[src/rtl/membus_lsu_if.sv]
// rtl/membus_lsu_if.sv - Membus request/response bundle between the LSU and memory-mapped slaves
interface Membus #(
    parameter int XLEN       = 64,
    parameter int DATA_WIDTH = 64
);
    logic                    valid;
    logic                    ready;
    logic [XLEN-1:0]         addr;
    logic                    wen;
    logic [DATA_WIDTH-1:0]   wdata;
    logic [DATA_WIDTH/8-1:0] wmask;
    logic                    rvalid;
    logic [DATA_WIDTH-1:0]   rdata;

    modport master (
        output valid, addr, wen, wdata, wmask,
        input  ready, rvalid, rdata
    );

    modport slave (
        input  valid, addr, wen, wdata, wmask,
        output ready, rvalid, rdata
    );
endinterface

[src/rtl/membus_lsu.sv]
// rtl/membus_lsu.sv - load/store initiator on Membus; MEMBUS_LSU_MISALIGN_CHECK_EN enables misaligned-access faulting
module membus_lsu #(
    parameter int XLEN       = 64,
    parameter int DATA_WIDTH = 64
) (
    input  logic                  clk,
    input  logic                  rst,
    input  logic                  req_valid,
    output logic                  req_ready,
    input  logic [XLEN-1:0]       req_addr,
    input  logic                  req_wen,
    input  logic [1:0]            req_size,
    input  logic                  req_unsigned,
    input  logic [DATA_WIDTH-1:0] req_wdata,
    output logic                  resp_valid,
    output logic [DATA_WIDTH-1:0] resp_rdata,
    output logic                  resp_fault,
    Membus.master                 membus
);
    localparam int MW = DATA_WIDTH / 8;
    localparam int OW = $clog2(MW);

    typedef enum logic [1:0] {
        IDLE      = 2'd0,
        ISSUE     = 2'd1,
        WAIT_RESP = 2'd2
`ifdef MEMBUS_LSU_MISALIGN_CHECK_EN
        ,
        FAULT     = 2'd3
`endif
    } state_t;

    state_t                state_q, state_n;
    logic [OW-1:0]         off_q, off_n;
    logic [1:0]            size_q, size_n;
    logic                  uns_q, uns_n;
    logic                  mvalid_q, mvalid_n;
    logic [XLEN-1:0]       maddr_q, maddr_n;
    logic                  mwen_q, mwen_n;
    logic [DATA_WIDTH-1:0] mwdata_q, mwdata_n;
    logic [MW-1:0]         mwmask_q, mwmask_n;
    logic                  rvld_q, rvld_n;
    logic [DATA_WIDTH-1:0] rdata_q, rdata_n;
    logic                  fault_q, fault_n;

    logic [MW-1:0]         base_mask;
    logic [DATA_WIDTH-1:0] rshift;
    logic [DATA_WIDTH-1:0] load_ext;
    logic                  misaligned;

    always_comb begin
        base_mask = '0;
        case (req_size)
            2'd0:    base_mask = MW'(8'h01);
            2'd1:    base_mask = MW'(8'h03);
            2'd2:    base_mask = MW'(8'h0F);
            default: base_mask = MW'(8'hFF);
        endcase
    end

`ifdef MEMBUS_LSU_MISALIGN_CHECK_EN
    logic [OW-1:0] low_bits;
    always_comb begin
        low_bits = '0;
        case (req_size)
            2'd0:    low_bits = OW'(0);
            2'd1:    low_bits = OW'(1);
            2'd2:    low_bits = OW'(3);
            default: low_bits = OW'(7);
        endcase
        misaligned = |(req_addr[OW-1:0] & low_bits);
    end
`else
    assign misaligned = 1'b0;
`endif

    // Lane extraction works on the latched offset/size, since the request bus may already carry the next access.
    always_comb begin
        rshift   = membus.rdata >> {off_q, 3'b000};
        load_ext = '0;
        case (size_q)
            2'd0: load_ext = uns_q ? DATA_WIDTH'(rshift[7:0])
                                   : {{(DATA_WIDTH-8){rshift[7]}}, rshift[7:0]};
            2'd1: load_ext = uns_q ? DATA_WIDTH'(rshift[15:0])
                                   : {{(DATA_WIDTH-16){rshift[15]}}, rshift[15:0]};
            2'd2: load_ext = uns_q ? DATA_WIDTH'(rshift[31:0])
                                   : {{(DATA_WIDTH-32){rshift[31]}}, rshift[31:0]};
            default: load_ext = rshift;
        endcase
    end

    always_comb begin
        state_n   = state_q;
        off_n     = off_q;
        size_n    = size_q;
        uns_n     = uns_q;
        mvalid_n  = mvalid_q;
        maddr_n   = maddr_q;
        mwen_n    = mwen_q;
        mwdata_n  = mwdata_q;
        mwmask_n  = mwmask_q;
        rvld_n    = 1'b0;
        rdata_n   = '0;
        fault_n   = 1'b0;
        req_ready = (state_q == IDLE);

        case (state_q)
            IDLE: begin
                if (req_valid) begin
                    off_n  = req_addr[OW-1:0];
                    size_n = req_size;
                    uns_n  = req_unsigned;
`ifdef MEMBUS_LSU_MISALIGN_CHECK_EN
                    if (misaligned) begin
                        state_n = FAULT;
                    end else
`endif
                    begin
                        mvalid_n = 1'b1;
                        maddr_n  = req_addr;
                        mwen_n   = req_wen;
                        mwdata_n = req_wdata << {req_addr[OW-1:0], 3'b000};
                        mwmask_n = base_mask << req_addr[OW-1:0];
                        state_n  = ISSUE;
                    end
                end
            end
            ISSUE: begin
                if (membus.ready) begin
                    mvalid_n = 1'b0;
                    state_n  = WAIT_RESP;
                end
            end
            WAIT_RESP: begin
                if (membus.rvalid) begin
                    rvld_n  = 1'b1;
                    rdata_n = mwen_q ? '0 : load_ext;
                    state_n = IDLE;
                end
            end
`ifdef MEMBUS_LSU_MISALIGN_CHECK_EN
            FAULT: begin
                rvld_n  = 1'b1;
                fault_n = 1'b1;
                state_n = IDLE;
            end
`endif
            default: state_n = IDLE;
        endcase
    end

    always_ff @(posedge clk or negedge rst) begin
        if (!rst) begin
            state_q  <= IDLE;
            off_q    <= '0;
            size_q   <= '0;
            uns_q    <= 1'b0;
            mvalid_q <= 1'b0;
            maddr_q  <= '0;
            mwen_q   <= 1'b0;
            mwdata_q <= '0;
            mwmask_q <= '0;
            rvld_q   <= 1'b0;
            rdata_q  <= '0;
            fault_q  <= 1'b0;
        end else begin
            state_q  <= state_n;
            off_q    <= off_n;
            size_q   <= size_n;
            uns_q    <= uns_n;
            mvalid_q <= mvalid_n;
            maddr_q  <= maddr_n;
            mwen_q   <= mwen_n;
            mwdata_q <= mwdata_n;
            mwmask_q <= mwmask_n;
            rvld_q   <= rvld_n;
            rdata_q  <= rdata_n;
            fault_q  <= fault_n;
        end
    end

    assign membus.valid = mvalid_q;
    assign membus.addr  = maddr_q;
    assign membus.wen   = mwen_q;
    assign membus.wdata = mwdata_q;
    assign membus.wmask = mwmask_q;
    assign resp_valid   = rvld_q;
    assign resp_rdata   = rdata_q;
`ifdef MEMBUS_LSU_MISALIGN_CHECK_EN
    assign resp_fault   = fault_q;
`else
    assign resp_fault   = 1'b0;
`endif

endmodule

[src/flat_wrapper.sv]
// flat-port wrapper written by rule: the top's interface ports become plain ports
module membus_lsu_flat 
#(
    parameter int XLEN       = 64,
    parameter int DATA_WIDTH = 64
)
  (clk, rst, req_valid, req_ready, req_addr, req_wen, req_size, req_unsigned, req_wdata, resp_valid, resp_rdata, resp_fault, membus_valid, membus_addr, membus_wen, membus_wdata, membus_wmask, membus_ready, membus_rvalid, membus_rdata);
  Membus #(.XLEN(XLEN), .DATA_WIDTH(DATA_WIDTH)) membus_i ();
  input  logic clk;
  input  logic rst;
  input  logic req_valid;
  output logic req_ready;
  input  logic [XLEN-1:0] req_addr;
  input  logic req_wen;
  input  logic [1:0] req_size;
  input  logic req_unsigned;
  input  logic [DATA_WIDTH-1:0] req_wdata;
  output logic resp_valid;
  output logic [DATA_WIDTH-1:0] resp_rdata;
  output logic resp_fault;
  output wire logic [$bits(membus_i.valid)-1:0] membus_valid;
  output wire logic [$bits(membus_i.addr)-1:0] membus_addr;
  output wire logic [$bits(membus_i.wen)-1:0] membus_wen;
  output wire logic [$bits(membus_i.wdata)-1:0] membus_wdata;
  output wire logic [$bits(membus_i.wmask)-1:0] membus_wmask;
  input wire logic [$bits(membus_i.ready)-1:0] membus_ready;
  input wire logic [$bits(membus_i.rvalid)-1:0] membus_rvalid;
  input wire logic [$bits(membus_i.rdata)-1:0] membus_rdata;
  assign membus_valid = membus_i.valid;
  assign membus_addr = membus_i.addr;
  assign membus_wen = membus_i.wen;
  assign membus_wdata = membus_i.wdata;
  assign membus_wmask = membus_i.wmask;
  assign membus_i.ready = membus_ready;
  assign membus_i.rvalid = membus_rvalid;
  assign membus_i.rdata = membus_rdata;
  membus_lsu #(.XLEN(XLEN), .DATA_WIDTH(DATA_WIDTH)) u_core (.clk(clk), .rst(rst), .req_valid(req_valid), .req_ready(req_ready), .req_addr(req_addr), .req_wen(req_wen), .req_size(req_size), .req_unsigned(req_unsigned), .req_wdata(req_wdata), .resp_valid(resp_valid), .resp_rdata(resp_rdata), .resp_fault(resp_fault), .membus(membus_i));
endmodule
[config.mk]
export PLATFORM = sky130hd
export DESIGN_NAME = membus_lsu_flat
export DESIGN_NICKNAME = d
export VERILOG_FILES = /design/src/rtl/membus_lsu_if.sv /design/src/rtl/membus_lsu.sv /design/src/flat_wrapper.sv
export SDC_FILE = /design/constraint.sdc
export NUM_CORES = 1
export LEC_CHECK = 0
export CAP_MARGIN = 20
export CORE_MARGIN = 5
export CORE_UTILIZATION = 35
export CTS_CLUSTER_DIAMETER = 30
export CTS_CLUSTER_SIZE = 12
export DETAILED_ROUTE_END_ITERATION = 16
export PLACE_DENSITY = 0.71
export SYNTH_ARGS = -nofsm -noshare
export SYNTH_HDL_FRONTEND = slang
export SYNTH_SLANG_ARGS = --single-unit
[constraint.sdc]
create_clock -name clk -period 6.1 [get_ports clk]
set_input_delay 0.61 -clock clk [delete_from_list [all_inputs] [get_ports clk]]
set_output_delay 0.61 -clock clk [all_outputs]
set_load 0.005 [all_outputs]
==> flow_summary_export.csv, run 1 <==
group,metric,value,unit
routing,drc_errors,0,
synth,synth_enable_flop_cells,0,
final_layout,post_route_cells_drive_above_1_share,11.59,%
setup_path,worst-endpoint-arrival,3.47,ns
clock_network,cts.reportedPaths.clkPinSlew,0.04,ns
global_route,grt_busiest_layer,"met2",
final_layout,final_cell_area,0.01693,mm2
synth,synth-main-ff-cell,"dfrtp_1",
pwr,cellLeakagePower,7.585,nW
setup_path,critPathMaxFanout,47,
pwr,total_power,8.489,mW
synth,synth_area,0.01060,mm2
sta,setup_ws_post_layout,3.007,ns
clock_network,numClockSinks,208,
sta,relSlewSlack,26.90,%
sta,grt_setup_unrepaired,"false",
floorplanning,core_area,0.02980,mm2
place,pre_cts_slack,2.513,ns
place,port_buffers,404,
floorplanning,initial_util,35.59,%
global_route,grt_usage,23.88,%
place,dpl.cell_count,1801,
final_layout,number_of_cells_in_the_finished_layout_apart_from_fillers,1911,
synth,ys.warnings.count,0,
setup_path,critical_path.endpoint_type,"register",
routing,dr.first_iter.drc_count,606,
run,maxCapViolCount,0,
clock_network,cts_tree,"done",
global_route,antenna_violations_before_repair,4,
place,place_hpwl,30310,um
global_route,globalRouteOverflowTotal,0,
setup_path,critical_path.n_buffers_inverters,1,
sta,setup_viol_count_final,0,
sta,drv_slew,0,
clock_network,cts_hold_repair.buffers,0,
clock_network,cts_setup_buffers,0,
setup_path,critPathTopFamily,"compound AO/OA/AOI/OAI gates",
setup_path,critical_path.reg2reg.startpoint,"u_core.membus.addr[0]",
synth,yosysSeqAreaShare,49.09,%
floorplanning,ioPinCount,406,
sta,hold_violations,0,
global_route,grt_first_pass_wirelength,62620,um
synth,synth.ff_latch_count,208,
setup_path,terminus_of_the_critical_flop_to_flop_path,"u_core.resp_rdata[20]",
global_route,first_global_vias,10391,
global_route,maximum_number_of_pins_on_one_net_before_global_route_repair,95,
synth,async_flop_share,100.0,%
sta,fin_crit_sh,50.71,%
routing,drtAntennaViolNets,0,
sta,max_freq,323.3,MHz
clock_network,clk_path_buf_depth,3,
routing,vias_per_cell,5.294,
global_route,grt.met3_usage,9.300,%
clock_network,numCtsBuffers,56,
worst_hold_path,min-delay-path-class,"in2async",
clock_network,cts.root.buffer_cell,"clkbuf_16",
synth,syn-instance-count,1089,
pwr,power_density,501.5,mW/mm2
clock_network,htree_levels,2,
floorplanning,num_rows,63,
clock_network,worst_skew_pair.late_latency,0.57,ns
setup_path,cp_depth,6,
setup_path,timing.critical_path.cells,"buf_4, mux2_2, o22ai_1, or4_4, a21boi_4, a21oi_1",
floorplanning,die_height,184.1,um
floorplanning,die-area,0.03388,mm2
sta,clock-skew-final,0.03000,ns
sta,max_slew.worst_pin.slew,1.088,ns
final_layout,area_growth_syn_to_layout,59.62,%
synth,post_synth_num_cell_types,46,
setup_path,crit_slowest_cell,"dfrtp_4",
routing,routed_wire_length_per_instance,22.12,um
setup_path,regToRegSetupSlack,3.01,ns
synth,synthesis.nets,1290,
floorplanning,die_width,184.1,um
outcome,outcome,"complete, no violations",
global_route,globalRouteMet2Util,39.10,%
setup_path,crit_required,6.47,ns
setup_path,worstSetupStartpointType,"register",
sta,final.min_clock_period,3.093,ns
synth,mean_instance_size_in_the_synthesized_netlist,9.737,um2
place,final_estimated_routing_congestion_in_global_placement,0.8928,
place,dpl-instance-area,0.01483,mm2
routing,num_vias,10116,
setup_path,timing.reg2reg.worst_path_depth,6,
setup_path,worst-setup-path-type,"reg2reg",
routing,finalWirelength,42270,um
global_route,groute.layer.met1.usage,28.54,%
pwr,maximum_vdd_drop,0.0002869,V
setup_path,crit_path_max_incr_delay,0.64,ns
routing,drt_pre_antenna_iters,5,
final_layout,final_net_count,1672,
sta,timing.setup.tns,0,ns
clock_network,post_cts_resize_count,0,
registers in the layout, summed over array words and instances (netlist names):
name,cells
u_core.membus.addr,64
u_core.membus.valid,1
u_core.membus.wdata,64
u_core.membus.wen,1
u_core.membus.wmask,8
u_core.resp_rdata,64
u_core.resp_valid,1
u_core.size_q,2
u_core.state_q,2
u_core.uns_q,1
worst max-delay path by stage:
| stage | slack (ns) | from | endpoint |
|---|---|---|---|
| 4_1_cts | 3.00 | u_core.membus.addr[0] | membus_addr[0] |
| 3_3_place_gp | 2.62 | req_valid | u_core.membus.wdata[0] |
| 3_5_place_dp | 2.51 | req_valid | u_core.membus.wdata[4] |
| 2_1_floorplan | 4.06 | membus_rdata[31] | u_core.resp_rdata[22] |
| 5_1_grt | 2.84 | u_core.state_q[1] | u_core.membus.wdata[1] |
| 6_report | 3.01 | u_core.membus.addr[0] | u_core.resp_rdata[20] |
placed cells by master (no fill, tap or decap), types with 12 or more instances in the layout:
master / count
o21ai_0: 65
nor2_1: 18
dfrtp_1: 207
a22o_1: 26
a21oi_1: 59
mux4_2: 20
nand2_1: 318
clkbuf_16: 57
clkinv_2: 12
mux2_2: 20
clkdlybuf4s50_1: 400
mux2i_1: 107
nor2b_1: 20
a211oi_1: 26
buf_4: 12
routing by layer:
layer	part of all wire, %	routed length, um
met1	38	15900
met5	0.064	27
met3	11	4750
met4	3.8	1605
met2	47	19990
cell families (layout without fill, tap and decap cells):
kind of cell | count (synthesis) | in the layout | synth area share (%)
buffers and inverters | 101 | 531 | 4.094
other | 1 | 3 | 0.03536
multiplexers | 147 | 147 | 16.47
flip-flops | 208 | 208 | 49.09
AND/OR/NAND/NOR | 384 | 384 | 14.76
AO/OA/AOI/OAI | 248 | 248 | 15.55
synth_stat cells (all sizes together), types with 2 or more instances:
master,count,area (um2)
o31ai,4,30.03
inv,8,30.03
a21boi,2,26.28
buf,39,201.4
a211oi,26,195.2
o221ai,8,70.07
or2,2,12.51
nor3,3,15.01
a221oi,2,30.03
o21ai,65,325.3
o21a,10,75.07
and3,5,31.28
a21oi,69,382.9
a22o,26,227.7
a22oi,10,75.07
mux4,20,450.4
mux2i,107,1071
dfrtp,208,5205
nor2,18,67.56
nor2b,20,125.1
mux2,20,225.2
o22ai,7,43.79
a21o,2,15.01
nand2,318,1194
o2bb2ai,10,87.58
a2bb2oi,3,26.28
nand3,3,15.01
clkbuf,54,202.7
nand2b,9,56.30
worst reg2reg max path: stages (launching register included):
cell and delay [ns]:
dfrtp_4 0.64, buf_4 0.61, mux2_2 0.44, o22ai_1 0.22, or4_4 0.22, a21boi_4 0.61
a21oi_1 0.18
report_power, final:
| part | switching, mW | leakage (nW) | internal (mW) |
|---|---|---|---|
| Combinational | 1.56 | 3.89 | 1.59 |
| Clock | 0.892 | 0.991 | 2.24 |
| Sequential | 0.355 | 2.71 | 1.86 |
| Total | 2.80 | 7.59 | 5.68 |
stage by stage:
stage | utilization [%] | hold WS [ns]
detailed placement | 49.78 | 0.4611
global route | 56.81 | 0.1668
global placement | 49.78 | 0.4569
floorplan | - | 0.3144
CTS | 56.67 | 0.1182
finish | 56.81 | 0.09940
cell type report:
| cell class | instances | area (um2) |
|---|---|---|
| clock inverter | 31 | 459.2 |
| multi-input combinational | 780 | 4987 |
| sequential | 208 | 5209 |
| antenna | 2 | 5.005 |
| inverter | 8 | 30.03 |
| fill | 2572 | 12870 |
| tap | 390 | 488.0 |
| clock buffer | 75 | 1594 |
| timing repair buffer | 417 | 4154 |
(Power assumes the default switching activity.)
==> inputs of run 2 (changes only) <==
clock period = 3.2 ns   (was 6.1 ns; I/O delays follow)
==> run 2 against run 1 <==
- setup slack worse by 2.4 ns
- fmax up 21%
- first-iteration DRC count up 43%
- cell area down 0.23%
- combinational power up 91%
- die area unchanged
- hold slack better by 0.22 ns
- clock power up 80%
- largest cell class unchanged
- flip-flop and latch count unchanged
==> flow_summary_export.csv, run 2 (same netlist as run 1, synthesis figures left out) <==
group,metric,value,unit
outcome,outcome,"complete, no violations",
floorplanning,initial_util,35.59,%
clock_network,htree_levels,2,
final_layout,final_net_count,1685,
routing,dr.first_iter.drc_count,864,
setup_path,worst-setup-path-type,"reg2reg",
clock_network,numClockSinks,208,
routing,finalWirelength,42920,um
routing,drc_errors,0,
routing,drtAntennaViolNets,0,
sta,relSlewSlack,46.30,%
sta,fin_crit_sh,79.58,%
setup_path,critPathTopFamily,"compound AO/OA/AOI/OAI gates",
sta,final.min_clock_period,2.546,ns
sta,setup_viol_count_final,0,
global_route,antenna_violations_before_repair,3,
final_layout,area_growth_syn_to_layout,59.26,%
clock_network,worst_skew_pair.late_latency,0.54,ns
place,place_hpwl,31380,um
global_route,first_global_vias,10645,
place,final_estimated_routing_congestion_in_global_placement,0.9287,
global_route,grt_usage,24.50,%
place,pre_cts_slack,0.6564,ns
sta,timing.setup.tns,0,ns
clock_network,cts.root.buffer_cell,"clkbuf_16",
global_route,maximum_number_of_pins_on_one_net_before_global_route_repair,77,
setup_path,critical_path.n_buffers_inverters,0,
setup_path,crit_slowest_cell,"dfrtp_4",
floorplanning,die_height,184.1,um
global_route,grt_first_pass_wirelength,64290,um
sta,drv_slew,0,
sta,setup_ws_post_layout,0.6535,ns
floorplanning,ioPinCount,406,
setup_path,worst-endpoint-arrival,2.93,ns
floorplanning,die-area,0.03388,mm2
floorplanning,num_rows,63,
routing,drt_pre_antenna_iters,7,
setup_path,timing.critical_path.cells,"mux2_2, o22ai_1, or4_4, a21boi_4, a221oi_2",
setup_path,crit_path_max_incr_delay,0.77,ns
setup_path,critPathMaxFanout,37,
sta,grt_setup_unrepaired,"false",
run,maxCapViolCount,0,
final_layout,layout.cells.most_common_list,"clkdlybuf4s50_1, nand2_1, dfrtp_1",
final_layout,post_route_cells_drive_above_1_share,11.87,%
setup_path,crit_required,3.58,ns
floorplanning,die_width,184.1,um
clock_network,cts_tree,"done",
floorplanning,core_area,0.02980,mm2
sta,max_slew.worst_pin.slew,0.8055,ns
clock_network,clk_path_buf_depth,3,
pwr,cellLeakagePower,7.574,nW
place,port_buffers,404,
setup_path,worstSetupStartpointType,"register",
final_layout,most_common_cell_after_layout_fill_and_taps_aside,"clkdlybuf4s50_1",
routing,num_vias,10121,
global_route,globalRouteOverflowTotal,0,
clock_network,numCtsBuffers,56,
sta,hold_violations,0,
clock_network,cts.reportedPaths.clkPinSlew,0.04,ns
setup_path,critical_path.endpoint_type,"register",
routing,vias_per_cell,5.277,
sta,clock-skew-final,0.02121,ns
worst_hold_path,min-delay-path-class,"in2reg",
routing,routed_wire_length_per_instance,22.38,um
pwr,maximum_vdd_drop,0.0004720,V
sta,max_freq,392.7,MHz
pwr,power_density,940.9,mW/mm2
run 2: cell count changes in the layout (fill, tap and decap cells not counted):
| cell | delta |
|---|---|
| clkinv_4 | +3 |
| clkinv_8 | -1 |
| clkbuf_4 | -1 |
| bufinv_16 | -2 |
| buf_12 | +1 |
| clkinvlp_4 | +1 |
| clkinv_16 | -1 |
| buf_16 | -1 |
| diode_2 | +1 |
| buf_4 | +13 |
| clkbuf_8 | -3 |
| dlygate4sd3_1 | +1 |
| clkinv_2 | -4 |
run 2: repair_timing:
item	CTS	global route
hold endpoints to repair	68	0
setup buffers	0	0
hold buffers	1	0
resized for setup	0	0
endpoints found under the setup margin	0	0
run 2: worst paths after layout:
check / cells past startpoint / from / endpoint / slack (ns)
max in group asynchronous: 3 / rst / u_core.membus.wdata[4] / 1.90
min in group asynchronous: 2 / rst / u_core.resp_rdata[35] / 0.33
max: 5 / u_core.membus.addr[0] / u_core.resp_rdata[62] / 0.65
max reg2reg: 5 / u_core.membus.addr[0] / u_core.resp_rdata[62] / 0.65
min reg2reg: 2 / u_core.membus.addr[19] / u_core.membus.addr[19] / 0.47
min: 3 / req_addr[60] / u_core.membus.addr[60] / 0.32
run 2: layout make-up:
class	count	area, um2
fill	2537	12910
sequential	208	5209
multi-input combinational	780	4987
timing repair buffer	430	4247
clock buffer	72	1553
tap	390	488.0
clock inverter	27	366.6
inverter	8	30.03
antenna	3	7.507
run 2: layer usage:
layer	part of all wire, %	up-vias	global-route usage (%)
met3	11	110	7.974
met4	4.2	0	9.908
met5	0	-	0
li1	-	4595	-
met1	38	4795	30.08
met2	47	621	39.99
run 2: tightest hold or removal path: cells and delay by family:
family | cells | cell delay, ns
buf+inv | 1 | 0.40
simple gates | 2 | 0.10
run 2: through the flow:
stage / utilization, % / instances / area, um2 / hold slack (ns) / power (mW)
CTS: 56.65 / 1915 / 16880 / 0.2879 / 16.00
detailed placement: 50.18 / 1815 / 14950 / 0.3200 / 10.26
global placement: 50.18 / 1815 / 14950 / 0.3157 / 10.21
finish: 56.68 / 1918 / 16890 / 0.3189 / 15.89
floorplan: - / 1089 / 10600 / 0.02441 / 7.067
global route: 56.68 / 1918 / 16890 / 0.3115 / 16.76
run 2: report_power, final:
| group | internal, mW | switching [mW] |
|---|---|---|
| clock | 4.01 | 1.63 |
| combinational | 3.07 | 2.93 |
| sequential | 3.54 | 0.706 |
| total | 10.6 | 5.27 |
